[config.mk]
export PLATFORM = sky130hd
export DESIGN_NAME = instruction_encoder
export DESIGN_NICKNAME = d
export VERILOG_FILES = /design/src/rtl/instruction_encoder.sv
export SDC_FILE = /design/constraint.sdc
export NUM_CORES = 1
export LEC_CHECK = 0
export CAP_MARGIN = 20
export CORE_ASPECT_RATIO = 0.5
export CORE_UTILIZATION = 52
export CTS_BUF_LIST = sky130_fd_sc_hd__clkbuf_16
export DETAILED_ROUTE_END_ITERATION = 10
export PLACE_DENSITY = 0.8
export REMOVE_ABC_BUFFERS = 1
export SLEW_MARGIN = 0
export SYNTH_ARGS = -nofsm -noshare
export SYNTH_HDL_FRONTEND = slang
export SYNTH_SLANG_ARGS = --single-unit
[constraint.sdc]
create_clock -name clk -period 3 [get_ports clk]
set_clock_uncertainty 0.05 [all_clocks]
set_input_delay 0.6 -clock clk [delete_from_list [all_inputs] [get_ports clk]]
set_output_delay 0.6 -clock clk [all_outputs]
set_load 0.01 [all_outputs]
[src/rtl/instruction_encoder.sv]
// Packs I/R/J instruction fields into 32-bit words and queues them in a 4-entry FIFO with byte addresses.
// Optional macro ENC_LEGALITY_CHECK_EN adds opcode legality checks per format.
module instruction_encoder (
  input  logic        clk,
  input  logic        rst_n,
  input  logic        in_valid,
  output logic        in_ready,
  input  logic [1:0]  ftype,
  input  logic [5:0]  opc,
  input  logic [4:0]  rs,
  input  logic [4:0]  rt,
  input  logic [4:0]  rd,
  input  logic [4:0]  shamt,
  input  logic [5:0]  funct,
  input  logic [15:0] imm,
  input  logic [25:0] iindex,
  output logic        out_valid,
  input  logic        out_ready,
  output logic [31:0] instr,
  output logic [31:0] addr,
  output logic        illegal,
  output logic [2:0]  count
);

  logic [31:0] mem [4];
  logic [1:0]  wr_ptr;
  logic [1:0]  rd_ptr;
  logic [31:0] word;
  logic        bad;
  logic        take;
  logic        push;
  logic        pop;

  always_comb begin
    word = '0;
    bad  = 1'b0;
    case (ftype)
      2'b00: word = {opc, rs, rt, imm};
      2'b01: word = {6'b0, rs, rt, rd, shamt, funct};
      2'b10: word = {opc, iindex};
      default: bad = 1'b1;
    endcase
`ifdef ENC_LEGALITY_CHECK_EN
    case (ftype)
      2'b00: if (opc == 6'b000000 || opc == 6'b000010 || opc == 6'b000011) bad = 1'b1;
      2'b01: if (opc != 6'b000000) bad = 1'b1;
      2'b10: if (opc != 6'b000010 && opc != 6'b000011) bad = 1'b1;
      default: bad = 1'b1;
    endcase
`endif
  end

  // in_ready depends only on occupancy, never on out_ready
  assign in_ready  = (count != 3'd4);
  assign out_valid = (count != 3'd0);
  assign take      = in_valid && in_ready;
  assign push      = take && !bad;
  assign pop       = out_valid && out_ready;
  assign instr     = mem[rd_ptr];

  always_ff @(posedge clk or negedge rst_n) begin
    if (!rst_n) begin
      for (int i = 0; i < 4; i++) mem[i] <= '0;
      wr_ptr  <= '0;
      rd_ptr  <= '0;
      count   <= '0;
      addr    <= '0;
      illegal <= 1'b0;
    end else begin
      illegal <= take && bad;
      if (push) begin
        mem[wr_ptr] <= word;
        wr_ptr      <= wr_ptr + 2'd1;
      end
      if (pop) begin
        rd_ptr <= rd_ptr + 2'd1;
        addr   <= addr + 32'd4;
      end
      case ({push, pop})
        2'b10:   count <= count + 3'd1;
        2'b01:   count <= count - 3'd1;
        default: count <= count;
      endcase
    end
  end

endmodule
==> results.md <==
* Die area at 0.0153 sq mm
* Comb pwr share at 39.1%
* Net Sw Frac at between 30% and 40%
* Worst path bufs/invs at 2
* Die Y at 88.0 microns
* Worst r2r src: count[0]
* Post-CTS Hold Fix Bufs at 0
* Internal Power at 6.47 mW
* Met3 Resource Use GR at 4.17%
* Minimum clock period at 2.90 ns
* Max rail drop VDD at 407 uV
* GR Overflow Total at 0
* Final hold violation count at 0
* CP max FO at 31
* Slew Limit Fails at 0
* Area contributors post-synth: dfrtp_1, mux2_2, mux4_2, o21ai_0, nand2_1
* Mapped Area at 0.00769 sq mm
* Finished Layout Cells at roughly 1000
* Initial Utilization at 54.9%
* CTS clk-pin slew, worst paths at 0.07 ns
* FF+latch count, synth at 166
* Yosys top cell area share at about 54%
* CP cell instances: buf_12 -> mux4_2 -> clkdlybuf4s50_1
* Crit-path max cell delay at roughly 0.58 ns
* Std-Cell Rows at 30
* Setup bufs post-CTS at 0
* Overall Global Routing Usage at approximately 25%
* Syn Area/Cell at 12.2 sq um
* Post-CTS sizing at 0
* DR WL/cell at 17.8 microns
* HP Class: input pin to async pin
* Nets at 858
* Hold_ws at about 0.15 ns
* Sw power at 2.98 mW
* Most frequent cells after synthesis: dfrtp_1, nand2_1, o21ai_0
* Clk pwr share at 22.7%
* CTS root buf: clkbuf_16
* Status: finished, final reports clean
* DRC at 0
* Count leader, synth: dfrtp_1
* Clk_lat worst skew at between 0.4 and 0.5 ns
* Antenna violations before repair at 0
* Gpl congestion at 0.773
* Sequential fraction of design power at 38.2%
* Grt peak-use layer: met2
* Crit-path leading delay family: buffers and inverters
* Startpoint type of the worst setup path: register
* Grt met2 use at a little over two fifths
* Layout cells sized above 1 at 19.2%
* Top_reg_cell synth: dfrtp_1
* Num CTS Buffers at 17
* Area Overhead vs Synth at 29.7%
* Measured slew at the worst slew-check pin at ~0.94 ns
* Cell taking the most area after synthesis: dfrtp_1
* DR iter-0 viols at 295
* Diode count at 0
* CTS sink count at 166
* Yosys warnings at 0
* Synthesized instance count at 630
* Met1 usage in global routing at approximately a third
* Worst slew margin at between 30% and 40%
* Worst EP arrival at ~2.3 ns
* Total power at 9.45 mW
* Die width at around 170 microns
* CP Data Required Time at 2.35 ns
* Remaining antenna violation count at 0
* Htree depth at 4
* Vias at 5370
* IO buf count at around 150
* Power per cell area at 947 mW/mm^2
* Via density at between 5 and 6
* Slowest-stage cell, CP: mux4_2
* Highest Clock Rate at between 300 and 400 MHz
* Max-cap violations at 0
* Core area at between 0.01 and 0.015 sq mm
* Reg2Reg Setup Slack at 0.60 ns
* Number of synthesized flops with an enable pin at 0
* Placed cells at 944
* WS Path Type: register to output port
* Clock Tree Buf Depth at 2
* First-pass GRT wire length at about 29 mm
* Static leakage power at 4.39 nW
* R2r worst-path depth at 8
* Iteration count of the initial detailed-routing pass at 4
* Endpoints failing setup at 0
* Yosys cell types at 35
* Critical path capture point type: output port
* Post-synth ARST share at 100%
* Worst R2R End: count[2]
* Crit share post-route at 96.5%
* IO Count at 150
* Sequential share of the synthesized area at 54.0%
* Hpwl dp at roughly 12 mm
* Vias in the first global route at 5686
* Pin count of the biggest net entering global routing at between 70 and 80
* RSZ-0062 raised after global routing: false
* Detailed Route WL at 17.4 mm
* CTS tree: built
* Setup TNS at 0 ns
-- power groups by stage --
stage / Clock [mW] / Combinational (mW) / Sequential [mW]
after floorplan: 0 / 1.99 / 3.64
after global placement: 0 / 3.62 / 3.56
after detailed placement: 0 / 3.72 / 3.63
after CTS: 2.17 / 3.74 / 3.61
after global routing: 2.28 / 4.00 / 3.71
final: 2.14 / 3.69 / 3.61
-- through the flow --
stage | util [%] | setup WS (ns) | instance area [sq um]
4_1_cts | 71.3 | 0.0712 | 9980
6_report | 71.3 | 0.104 | 9980
2_1_floorplan | - | 0.246 | 7490
3_3_place_gp | 67.2 | 0.259 | 9400
3_5_place_dp | 67.2 | 0.187 | 9400
5_1_grt | 71.3 | 0.0126 | 9980
-- logic make-up after synthesis --
group | Yosys count | share of synthesized area, %
compound gates | 92 | 6.13
xor+xnor | 35 | 3.99
fa+ha+maj | 7 | 1.24
buf+inv | 50 | 3.06
flops | 166 | 54.0
mux | 114 | 21.1
other cells | 1 | 0.0487
simple gates | 165 | 10.4
-- sequential cells by signal (all words and copies together), names as in the netlist --
name and flops:
rd_ptr 2, illegal 1, addr 30, wr_ptr 2, mem 128, count 3
-- metal layers --
metal	up-vias	wire length [microns]
met5	-	0
met4	0	366
met3	24	576
met2	117	8800
met1	2717	7630
li1	2512	-
-- cell usage in the layout, fill, tap and decap left out, types with 2 or more instances in the layout --
master           synthesis  layout
mux4_2                  32      32
buf_4                    6      10
nor2b_1                 17      16
clkinvlp_4               0       3
dfrtp_1                166     165
nand3_1                  8       8
clkdlybuf4s50_1          0     146
and4_1                   4       4
inv_1                    8       9
and3_1                   5       5
nand2_1                 89      89
o21ai_0                 74      74
clkbuf_16                0      17
nor3_1                   4       4
nand4_1                 17      17
mux2i_1                 17      17
conb_1                   1       2
buf_12                   0       6
ha_1                     6       6
nor2_1                  12      12
a21oi_1                 16      16
mux2_2                  65      65
clkinv_4                 0       4
xnor2_1                 26      26
bufinv_16                0       2
inv_6                    0       3
xor2_1                   9       9
-- worst max-delay path by stage --
stage | startpoint | endpoint | slack, ns | cells past startpoint
6_report | rd_ptr[0] | instr[22] | 0.10 | 3
5_1_grt | rd_ptr[0] | instr[14] | 0.01 | 3
4_1_cts | rd_ptr[0] | instr[22] | 0.07 | 3
3_3_place_gp | ftype[0] | count[2] | 0.26 | 9
2_1_floorplan | rd_ptr[0] | instr[0] | 0.25 | 1
3_5_place_dp | ftype[0] | count[2] | 0.19 | 9
-- area by class of cell --
type	instances	area, sq um
Tap cell	192	240
Clock inverter	14	153
Sequential cell	166	4160
Inverter	8	30.0
Fill cell	972	4020
Multi-Input combinational cell	415	3310
Clock buffer	17	425
Timing Repair Buffer	163	1670
No activity file was read; power rests on OpenSTA's default activity.
